[src/rtl/ram_port_arbiter_if.sv]
// ram_port_arbiter_if
//  Bundles everything between the arbiter, its two requesters and the shared RAM
//  port. clk/nrst stay outside as plain ports.
//  slave  : arbiter view (commands + mem_dout in; ready/rsp/mem_*/busy out)
//  master : requester/RAM-side view (the mirror image)
//  req{0,1}_valid/we/addr/wdata  command from requester N, held until req{N}_ready
//  req{0,1}_ready                1-cycle accept pulse
//  rsp_valid/rsp_id/rsp_data     read response (rsp_data holds between responses)
//  mem_chipe/wre/addr/din        drive the RAM port
//  mem_dout                      registered RAM read data
//  busy                          arbiter not idle
interface ram_port_arbiter_if #(
  parameter int DATA_WIDTH = 8,
  parameter int ADDR_WIDTH = 3
);
  logic                  req0_valid;
  logic                  req0_we;
  logic [ADDR_WIDTH-1:0] req0_addr;
  logic [DATA_WIDTH-1:0] req0_wdata;
  logic                  req0_ready;
  logic                  req1_valid;
  logic                  req1_we;
  logic [ADDR_WIDTH-1:0] req1_addr;
  logic [DATA_WIDTH-1:0] req1_wdata;
  logic                  req1_ready;
  logic                  rsp_valid;
  logic                  rsp_id;
  logic [DATA_WIDTH-1:0] rsp_data;
  logic                  mem_chipe;
  logic                  mem_wre;
  logic [ADDR_WIDTH-1:0] mem_addr;
  logic [DATA_WIDTH-1:0] mem_din;
  logic [DATA_WIDTH-1:0] mem_dout;
  logic                  busy;

  modport slave (
    input  req0_valid, req0_we, req0_addr, req0_wdata,
    input  req1_valid, req1_we, req1_addr, req1_wdata,
    input  mem_dout,
    output req0_ready, req1_ready,
    output rsp_valid, rsp_id, rsp_data,
    output mem_chipe, mem_wre, mem_addr, mem_din,
    output busy
  );

  modport master (
    output req0_valid, req0_we, req0_addr, req0_wdata,
    output req1_valid, req1_we, req1_addr, req1_wdata,
    output mem_dout,
    input  req0_ready, req1_ready,
    input  rsp_valid, rsp_id, rsp_data,
    input  mem_chipe, mem_wre, mem_addr, mem_din,
    input  busy
  );
endinterface

[src/rtl/ram_port_arbiter.sv]
// ram_port_arbiter
//  Round-robin arbiter sharing one synchronous RAM port between two requesters.
//  One single-word command in flight at a time:
//    IDLE  -> pick winner, register mem_* and pulse ready
//    ISSUE -> mem_chipe high for exactly one cycle, RAM acts at the closing edge
//    RESP  -> (reads only) mem_dout valid, registered into rsp_data
//  Every output is a flop; reset (synchronous, active low) clears them all.
//  Ports:
//    clk   single clock shared with the RAM port
//    nrst  synchronous active-low reset
//    bus   ram_port_arbiter_if.slave (requesters, response, RAM port, busy)
module ram_port_arbiter #(
  parameter int DATA_WIDTH = 8,
  parameter int ADDR_WIDTH = 3
) (
  input  logic                 clk,
  input  logic                 nrst,
  ram_port_arbiter_if.slave    bus
);

  localparam int NUM_REQ = 2;

  typedef enum logic [1:0] {IDLE, ISSUE, RESP} state_t;

  typedef struct packed {
    logic                  we;
    logic [ADDR_WIDTH-1:0] addr;
    logic [DATA_WIDTH-1:0] wdata;
  } cmd_t;

  // requester inputs gathered into indexable form
  logic [NUM_REQ-1:0]  req_vld;
  cmd_t [NUM_REQ-1:0]  req_cmd;

  assign req_vld    = {bus.req1_valid, bus.req0_valid};
  assign req_cmd[0] = {bus.req0_we, bus.req0_addr, bus.req0_wdata};
  assign req_cmd[1] = {bus.req1_we, bus.req1_addr, bus.req1_wdata};

  // registered state and outputs
  state_t                state_q,     state_d;
  logic                  last_gnt_q,  last_gnt_d;
  logic                  gnt_id_q,    gnt_id_d;
  logic                  gnt_we_q,    gnt_we_d;
  logic [NUM_REQ-1:0]    ready_q,     ready_d;
  logic                  chipe_q,     chipe_d;
  logic                  wre_q,       wre_d;
  logic [ADDR_WIDTH-1:0] addr_q,      addr_d;
  logic [DATA_WIDTH-1:0] din_q,       din_d;
  logic                  rsp_valid_q, rsp_valid_d;
  logic                  rsp_id_q,    rsp_id_d;
  logic [DATA_WIDTH-1:0] rsp_data_q,  rsp_data_d;
  logic                  busy_q,      busy_d;

  // winner: contention goes to whoever was not granted last, otherwise the
  // lone requester (req1 iff req0 is idle)
  logic win;
  assign win = (&req_vld) ? ~last_gnt_q : req_vld[1];

  always_comb begin
    state_d     = state_q;
    last_gnt_d  = last_gnt_q;
    gnt_id_d    = gnt_id_q;
    gnt_we_d    = gnt_we_q;
    ready_d     = '0;
    chipe_d     = 1'b0;
    wre_d       = 1'b0;
    addr_d      = addr_q;
    din_d       = din_q;
    rsp_valid_d = 1'b0;
    rsp_id_d    = rsp_id_q;
    rsp_data_d  = rsp_data_q;

    unique case (state_q)
      IDLE: begin
        if (|req_vld) begin
          addr_d       = req_cmd[win].addr;
          din_d        = req_cmd[win].wdata;
          wre_d        = req_cmd[win].we;
          chipe_d      = 1'b1;
          ready_d[win] = 1'b1;
          last_gnt_d   = win;
          gnt_id_d     = win;
          gnt_we_d     = req_cmd[win].we;
          state_d      = ISSUE;
        end
      end
      // chipe/wre/ready drop via defaults, so chipe can never stay high
      // across two cycles
      ISSUE: state_d = gnt_we_q ? IDLE : RESP;
      RESP: begin
        rsp_data_d  = bus.mem_dout;
        rsp_id_d    = gnt_id_q;
        rsp_valid_d = 1'b1;
        state_d     = IDLE;
      end
      default: state_d = IDLE;
    endcase

    // busy is registered alongside the state it describes
    busy_d = (state_d != IDLE);
  end

  always_ff @(posedge clk) begin
    if (!nrst) begin
      state_q     <= IDLE;
      last_gnt_q  <= 1'b1;
      gnt_id_q    <= 1'b0;
      gnt_we_q    <= 1'b0;
      ready_q     <= '0;
      chipe_q     <= 1'b0;
      wre_q       <= 1'b0;
      addr_q      <= '0;
      din_q       <= '0;
      rsp_valid_q <= 1'b0;
      rsp_id_q    <= 1'b0;
      rsp_data_q  <= '0;
      busy_q      <= 1'b0;
    end else begin
      state_q     <= state_d;
      last_gnt_q  <= last_gnt_d;
      gnt_id_q    <= gnt_id_d;
      gnt_we_q    <= gnt_we_d;
      ready_q     <= ready_d;
      chipe_q     <= chipe_d;
      wre_q       <= wre_d;
      addr_q      <= addr_d;
      din_q       <= din_d;
      rsp_valid_q <= rsp_valid_d;
      rsp_id_q    <= rsp_id_d;
      rsp_data_q  <= rsp_data_d;
      busy_q      <= busy_d;
    end
  end

  assign bus.req0_ready = ready_q[0];
  assign bus.req1_ready = ready_q[1];
  assign bus.rsp_valid  = rsp_valid_q;
  assign bus.rsp_id     = rsp_id_q;
  assign bus.rsp_data   = rsp_data_q;
  assign bus.mem_chipe  = chipe_q;
  assign bus.mem_wre    = wre_q;
  assign bus.mem_addr   = addr_q;
  assign bus.mem_din    = din_q;
  assign bus.busy       = busy_q;

endmodule
[src/flat_wrapper.sv]
// flat-port wrapper written by rule: the top's interface ports become plain ports
module ram_port_arbiter_flat 
#(
  parameter int DATA_WIDTH = 8,
  parameter int ADDR_WIDTH = 3
)
  (clk, nrst, bus_req0_valid, bus_req0_we, bus_req0_addr, bus_req0_wdata, bus_req1_valid, bus_req1_we, bus_req1_addr, bus_req1_wdata, bus_mem_dout, bus_req0_ready, bus_req1_ready, bus_rsp_valid, bus_rsp_id, bus_rsp_data, bus_mem_chipe, bus_mem_wre, bus_mem_addr, bus_mem_din, bus_busy);
  ram_port_arbiter_if #(.DATA_WIDTH(DATA_WIDTH), .ADDR_WIDTH(ADDR_WIDTH)) bus_i ();
  input  logic clk;
  input  logic nrst;
  input wire logic [$bits(bus_i.req0_valid)-1:0] bus_req0_valid;
  input wire logic [$bits(bus_i.req0_we)-1:0] bus_req0_we;
  input wire logic [$bits(bus_i.req0_addr)-1:0] bus_req0_addr;
  input wire logic [$bits(bus_i.req0_wdata)-1:0] bus_req0_wdata;
  input wire logic [$bits(bus_i.req1_valid)-1:0] bus_req1_valid;
  input wire logic [$bits(bus_i.req1_we)-1:0] bus_req1_we;
  input wire logic [$bits(bus_i.req1_addr)-1:0] bus_req1_addr;
  input wire logic [$bits(bus_i.req1_wdata)-1:0] bus_req1_wdata;
  input wire logic [$bits(bus_i.mem_dout)-1:0] bus_mem_dout;
  output wire logic [$bits(bus_i.req0_ready)-1:0] bus_req0_ready;
  output wire logic [$bits(bus_i.req1_ready)-1:0] bus_req1_ready;
  output wire logic [$bits(bus_i.rsp_valid)-1:0] bus_rsp_valid;
  output wire logic [$bits(bus_i.rsp_id)-1:0] bus_rsp_id;
  output wire logic [$bits(bus_i.rsp_data)-1:0] bus_rsp_data;
  output wire logic [$bits(bus_i.mem_chipe)-1:0] bus_mem_chipe;
  output wire logic [$bits(bus_i.mem_wre)-1:0] bus_mem_wre;
  output wire logic [$bits(bus_i.mem_addr)-1:0] bus_mem_addr;
  output wire logic [$bits(bus_i.mem_din)-1:0] bus_mem_din;
  output wire logic [$bits(bus_i.busy)-1:0] bus_busy;
  assign bus_i.req0_valid = bus_req0_valid;
  assign bus_i.req0_we = bus_req0_we;
  assign bus_i.req0_addr = bus_req0_addr;
  assign bus_i.req0_wdata = bus_req0_wdata;
  assign bus_i.req1_valid = bus_req1_valid;
  assign bus_i.req1_we = bus_req1_we;
  assign bus_i.req1_addr = bus_req1_addr;
  assign bus_i.req1_wdata = bus_req1_wdata;
  assign bus_i.mem_dout = bus_mem_dout;
  assign bus_req0_ready = bus_i.req0_ready;
  assign bus_req1_ready = bus_i.req1_ready;
  assign bus_rsp_valid = bus_i.rsp_valid;
  assign bus_rsp_id = bus_i.rsp_id;
  assign bus_rsp_data = bus_i.rsp_data;
  assign bus_mem_chipe = bus_i.mem_chipe;
  assign bus_mem_wre = bus_i.mem_wre;
  assign bus_mem_addr = bus_i.mem_addr;
  assign bus_mem_din = bus_i.mem_din;
  assign bus_busy = bus_i.busy;
  ram_port_arbiter #(.DATA_WIDTH(DATA_WIDTH), .ADDR_WIDTH(ADDR_WIDTH)) u_core (.clk(clk), .nrst(nrst), .bus(bus_i));
endmodule
[config.mk]
export PLATFORM = sky130hd
export DESIGN_NAME = ram_port_arbiter_flat
export DESIGN_NICKNAME = d
export VERILOG_FILES = /design/src/rtl/ram_port_arbiter_if.sv /design/src/rtl/ram_port_arbiter.sv /design/src/flat_wrapper.sv
export SDC_FILE = /design/constraint.sdc
export NUM_CORES = 1
export LEC_CHECK = 0
export ABC_AREA = 1
export CAP_MARGIN = 30
export CELL_PAD_IN_SITES_DETAIL_PLACEMENT = 1
export CELL_PAD_IN_SITES_GLOBAL_PLACEMENT = 1
export CORE_MARGIN = 3
export CORE_UTILIZATION = 24
export CTS_CLUSTER_DIAMETER = 150
export DETAILED_ROUTE_END_ITERATION = 10
export GPL_TIMING_DRIVEN = 0
export PLACE_DENSITY = 0.75
export SYNTH_ARGS = -nofsm -noshare
export SYNTH_HDL_FRONTEND = slang
export SYNTH_SLANG_ARGS = --single-unit
export TNS_END_PERCENT = 50
[constraint.sdc]
create_clock -name clk -period 0.9 [get_ports clk]
set_input_delay 0.09 -clock clk [delete_from_list [all_inputs] [get_ports clk]]
set_output_delay 0.09 -clock clk [all_outputs]
set_load 0.01 [all_outputs]
==> metrics.txt, run 1 <==
CTS tree yes; Ant. Diodes 0; Ys Warns 0; most instantiated library cell after synthesis nand2_1; GR Util All Layers 13.4%; GP Congestion 0.702; row cnt 25; clk buf depth 2; area grow syn2layout 65.6%; Post-synth EDFFs 0; Setup CP Type register to register; Filler cells 648; cts hold-fix bufs 0; Inst Count DP 307; post-synth top area cell dfxtp_1; routed len/inst 13.0 um; number of antenna violations at the first check in global routing 0; clock skew 0.00395 ns; final hold violations 0; worst hold path type input port to register; max_cap viols 0; final slew viol count 0; top cells by area, synth dfxtp_1 (48%), nand2_1 (16%), nand3_1 (9.8%); metal3 WL 211 um; Pwr per Cell Area 1850 nW/um^2; PortBufs 61; RSZ-0062 raised after global routing yes; fin crit period 1.06 ns; NumNets Final 290; Cell Count, Final, Fillers Out 322; failing checks negative setup slack; Yosys top cell area share 48.5%; net count after synthesis 215; vias in the first global route 1332; per-instance average area after synthesis 7.15 sq um; Die ar. 6250 sq um; CP Capture Type register; PnR Total Power 3.92 mW; Leak Pwr 1.11 nW; first-pass GRT wire length 6390 um; Via density 4.29; Mapped Cells 179; Post-DP HPWL 2970 um; Clock Root Buffer clkbuf_8; core box area 4940 sq um; num ports 62; CP startpoint kind register; layout cell share with drive strength beyond 1 31.8%; Die Y 79.0 um; Place WS -0.523 ns; Worst-path clk slew 0.07 ns; Routed Antenna Nets 0; IR drop worst, VDD 0.968 mV; Max FO, Critical Path 5; latest clock arrival within the worst-skew pair 0.28 ns; routed vias 1382; highest routed layer met4; status complete, but fails checks; Critical Path AT 1.25 ns; Max Clk Rate 0.940 GHz; final setup violation count 26; final worst setup slack -0.163 ns; Yosys cell types 16; initial core utilization 25.9%; Final Cycle Share 118%; Die W 79.0 um; synth cell count leaders nand2_1 (54), dfxtp_1 (31), nand3_1 (25); Async S/R FF share, synth 0%; GRT Residual Overflow 0; Pre-antenna DRT Iters 4; post-synthesis sequential area ratio 48.5%; number of CTS-inserted buffers 5; flop and latch count out of synthesis 31; Iter 0 DRT Violations 47; Post-Syn Area 1280 sq um; Slew headroom 79.7%; Primary FF master, synth dfxtp_1; critical path required time 1.08 ns; largest net degree at the start of global routing 11; M1 wire length 1770 um; clock sinks 31; metal2 WL 2140 um; Remaining DRCs 0; final WL 4200 um; H-tree levels 2; Worst-Margin Slew 0.305 ns
==> sequential cells by signal, indices dropped and copies added, names as in the netlist <==
signal / flops
u_core.bus.busy: 1
u_core.bus.mem_addr: 3
u_core.bus.mem_chipe: 1
u_core.bus.mem_din: 8
u_core.bus.mem_wre: 1
u_core.bus.rsp_data: 8
u_core.bus.rsp_id: 1
u_core.bus.rsp_valid: 1
u_core.gnt_id_q: 1
u_core.gnt_we_q: 1
u_core.last_gnt_q: 1
u_core.ready_q: 2
u_core.state_q: 2
==> final cells by class <==
| cell class | instances | area (sq um) | share of cell area, % |
|---|---|---|---|
| plain buffers | 7 | 62.6 | 2.95 |
| clock buffers | 6 | 82.6 | 3.90 |
| clock inverters | 2 | 35.0 | 1.65 |
| inverters | 21 | 81.3 | 3.84 |
| multi-input cells | 120 | 599 | 28.3 |
| flip-flops and latches | 31 | 634 | 29.9 |
| well taps | 67 | 83.8 | 3.96 |
| repair buffers | 68 | 541 | 25.5 |
==> logic make-up after synthesis <==
logic type | count (synthesis) | synth area share [%]
DFF | 31 | 48.5
buffers and inverters | 28 | 9.78
and+or+nand+nor | 109 | 37.1
AOI/OAI and AO/OA | 11 | 4.59
==> path summary, 6_finish.rpt <==
kind                      from                     end  slack, ns  depth (start not counted)
max          u_core.state_q[1]   u_core.bus.mem_din[5]      -0.16                          7
min            bus_mem_dout[1]  u_core.bus.rsp_data[1]       0.39                          3
max reg2reg  u_core.state_q[1]   u_core.bus.mem_din[5]      -0.16                          7
min reg2reg    u_core.gnt_we_q         u_core.gnt_we_q       0.48                          2
==> layout by cell type, fill, tap and decap left out, types with 2 or more instances in the layout <==
| cell | instances |
|---|---|
| nand3_1 | 21 |
| dlygate4sd2_1 | 2 |
| nor2_1 | 21 |
| buf_2 | 27 |
| clkbuf_8 | 6 |
| inv_1 | 17 |
| nand2_2 | 6 |
| dfxtp_2 | 8 |
| o21ai_0 | 7 |
| clkdlybuf4s50_1 | 33 |
| nand2_1 | 49 |
| dfxtp_1 | 22 |
| o21ai_2 | 2 |
| buf_4 | 8 |
| buf_6 | 4 |
| nor2_4 | 4 |
| nand3_2 | 4 |
| inv_2 | 3 |
==> timing repair <==
item                       CTS  global route
gates cloned                 1             0
pin swaps                    4            11
resized for setup          121            24
setup endpoints to repair   55            32
setup buffers                1             5
==> critical path: stages, from the launching register on <==
cell     delay [ns]
dfxtp_2        0.34
inv_2          0.09
nand2_2        0.07
nor2_4         0.14
buf_6          0.15
nand3_1        0.08
nand2_1        0.06
inv_1          0.03
==> routing by layer <==
layer  up-vias  GRT usage [%]
li1        703              -
met1       638           16.0
met2        35           22.5
met3         6           3.51
met4         0           6.19
met5         -              0
==> metrics by stage <==
step / TNS, ns / hold slack (ns) / instance area, sq um / util (%)
after CTS: -2.99 / 0.383 / 2040 / 41.3
after detailed placement: -13.45 / 0.460 / 1980 / 40.1
final: -2.84 / 0.391 / 2120 / 42.9
after global placement: -13.27 / 0.458 / 1980 / 40.1
after floorplan: -0.552 / 0.225 / 1290 / -
after global routing: -4.64 / 0.404 / 2120 / 42.9
==> where the power goes <==
group	leakage [nW]	switching (mW)	internal, mW
Sequential	0.259	0.0716	1.52
Clock	0.0612	0.541	0.895
Combinational	0.792	0.456	0.430
Total	1.11	1.07	2.85
No activity file was read; power rests on OpenSTA's default activity.
==> inputs of run 2 (changes only) <==
--- a/config.mk
+++ b/config.mk
@@ -10,11 +10,13 @@
 export CELL_PAD_IN_SITES_DETAIL_PLACEMENT = 1
 export CELL_PAD_IN_SITES_GLOBAL_PLACEMENT = 1
 export CORE_MARGIN = 3
-export CORE_UTILIZATION = 24
+export CORE_UTILIZATION = 25
+export CTS_BUF_LIST = sky130_fd_sc_hd__clkbuf_2 sky130_fd_sc_hd__clkbuf_4 sky130_fd_sc_hd__clkbuf_8
 export CTS_CLUSTER_DIAMETER = 150
 export DETAILED_ROUTE_END_ITERATION = 10
 export GPL_TIMING_DRIVEN = 0
-export PLACE_DENSITY = 0.75
+export PLACE_DENSITY = 0.78
+export RECOVER_POWER = 50
 export SYNTH_ARGS = -nofsm -noshare
 export SYNTH_HDL_FRONTEND = slang
 export SYNTH_SLANG_ARGS = --single-unit
==> metrics.txt, run 2 (same netlist as run 1, synthesis figures left out) <==
Filler cells 610; final slew viol count 0; reg-to-reg critical path endpoint u_core.bus.mem_din[5]; cell area after layout 2140 sq um; latest clock arrival within the worst-skew pair 0.28 ns; Ant. Diodes 0; CTS tree yes; final setup violation count 28; most common cell after layout, fill and taps aside nand2_1; Die W 77.6 um; Die Y 77.6 um; max_cap viols 0; hold path depth 3; fin crit period 1.07 ns; Post-DP HPWL 2930 um; clk buf depth 2; Critical Path AT 1.25 ns; area grow syn2layout 67.4%; worst hold slack 0.291 ns; PortBufs 61; Slew headroom 78.7%; number of CTS-inserted buffers 5; Iter 0 DRT Violations 20; vias in the first global route 1418; Max Clk Rate 0.934 GHz; worst hold path type input port to register; Pre-antenna DRT Iters 6; layout cell share with drive strength beyond 1 32.2%; Via density 4.32; Die ar. 6010 sq um; PnR Total Power 3.92 mW; Worst-path clk slew 0.07 ns; Fin Setup TNS -3.24 ns; Setup CP Type register to register; clock sinks 31; H-tree levels 2; GR Util All Layers 14.6%; Worst-Margin Slew 0.319 ns; core box area 4850 sq um; Max FO, Critical Path 5; routed len/inst 13.3 um; worst reg2reg path depth 7; R2R Setup Slk -0.17 ns; CP Capture Type register; NumNets Final 290; Hold Crit Start nrst; final hold violations 0; Leak Pwr 1.12 nW; number of antenna violations at the first check in global routing 0; GRT Residual Overflow 0; FF-to-FF Start u_core.state_q[0]; Placed Instance Area 1980 sq um; RSZ-0062 raised after global routing yes; Clock Root Buffer clkbuf_8; Hold Path End u_core.gnt_id_q; critical path required time 1.08 ns; Routed Antenna Nets 0; largest net degree at the start of global routing 11; initial core utilization 26.4%; FF/Latch Area 634 sq um; area of the multi-input gates 631 sq um; routed vias 1390; GP Congestion 0.700; IR drop worst, VDD 0.656 mV; row cnt 25; CP startpoint kind register; Pwr per Cell Area 1830 nW/um^2; status complete, but fails checks; Remaining DRCs 0; most frequent cells in the layout nand2_1 (51), clkdlybuf4s50_1 (33), buf_2 (28); final worst setup slack -0.170 ns; clock skew 0.00883 ns; failing checks negative setup slack; first-pass GRT wire length 6820 um; final WL 4280 um; num ports 62; Final Cycle Share 119%
## run 2: changes by cell type in the layout (fill, tap and decap cells not counted), sizes merged
cell / previous run / this run
buf: 40 / 38
clkinv: 1 / 2
dlygate4sd2: 2 / 1
dlymetal6s2s: 0 / 1
nor2: 26 / 27
## run 2: area by class of cell
cell class                      instances  area share [%]
Clock inverter                          2            1.63
Inverter                               21            4.14
Timing Repair inverter                  1           0.292
Sequential cell                        31            29.6
Clock buffer                            6            3.85
Multi-Input combinational cell        121            29.4
Tap cell                               67            3.91
Timing Repair Buffer                   66            24.4
Buffer                                  7            2.74
## run 2: power breakdown
| group | internal, mW | switching (mW) |
|---|---|---|
| combinational | 0.423 | 0.469 |
| sequential | 1.52 | 0.0777 |
| clock | 0.896 | 0.535 |
| total | 2.84 | 1.08 |
## run 2: worst max-delay path by stage
stage                                 start                endpoint  slack, ns  cells past startpoint
after floorplan           u_core.state_q[1]   u_core.bus.mem_din[0]      -0.06                      7
after global placement       bus_req1_valid   u_core.bus.mem_din[1]      -0.51                      7
after detailed placement     bus_req0_valid  u_core.bus.mem_addr[2]      -0.53                      8
after CTS                 u_core.state_q[1]   u_core.bus.mem_din[1]      -0.19                      7
after global routing      u_core.state_q[1]   u_core.bus.mem_din[1]      -0.24                      7
final                     u_core.state_q[0]   u_core.bus.mem_din[5]      -0.17                      7
## run 2: through the flow
stage	cells	utilization (%)	worst slack, ns
after floorplan	179	-	-0.0598
after global placement	307	40.9	-0.509
after detailed placement	307	40.9	-0.526
after CTS	318	42.1	-0.193
after global routing	322	44.2	-0.239
final	322	44.2	-0.170
## run 2: critical path, cell delays in order (launching register included)
cell and delay, ns:
dfxtp_4 0.38, inv_2 0.08, nand2_4 0.05, nor2_4 0.13
buf_6 0.16, nand3_2 0.08, nand2_1 0.05, inv_1 0.03
## run 2: what timing repair did
action                     4_1_cts  5_1_grt
gates cloned                     1        2
buffers inserted                 2        2
gates resized for setup        122       25
setup endpoints to repair       55       29
hold buffers                     0        0
pin swaps                        6       13
## run 2: routing by layer
metal,track usage [%],vias up,part of all wire (%)
li1,-,703,-
met1,17.1,652,45
met2,24.4,31,50
met3,3.25,4,3.2
met4,8.01,0,1.4
met5,0,-,0
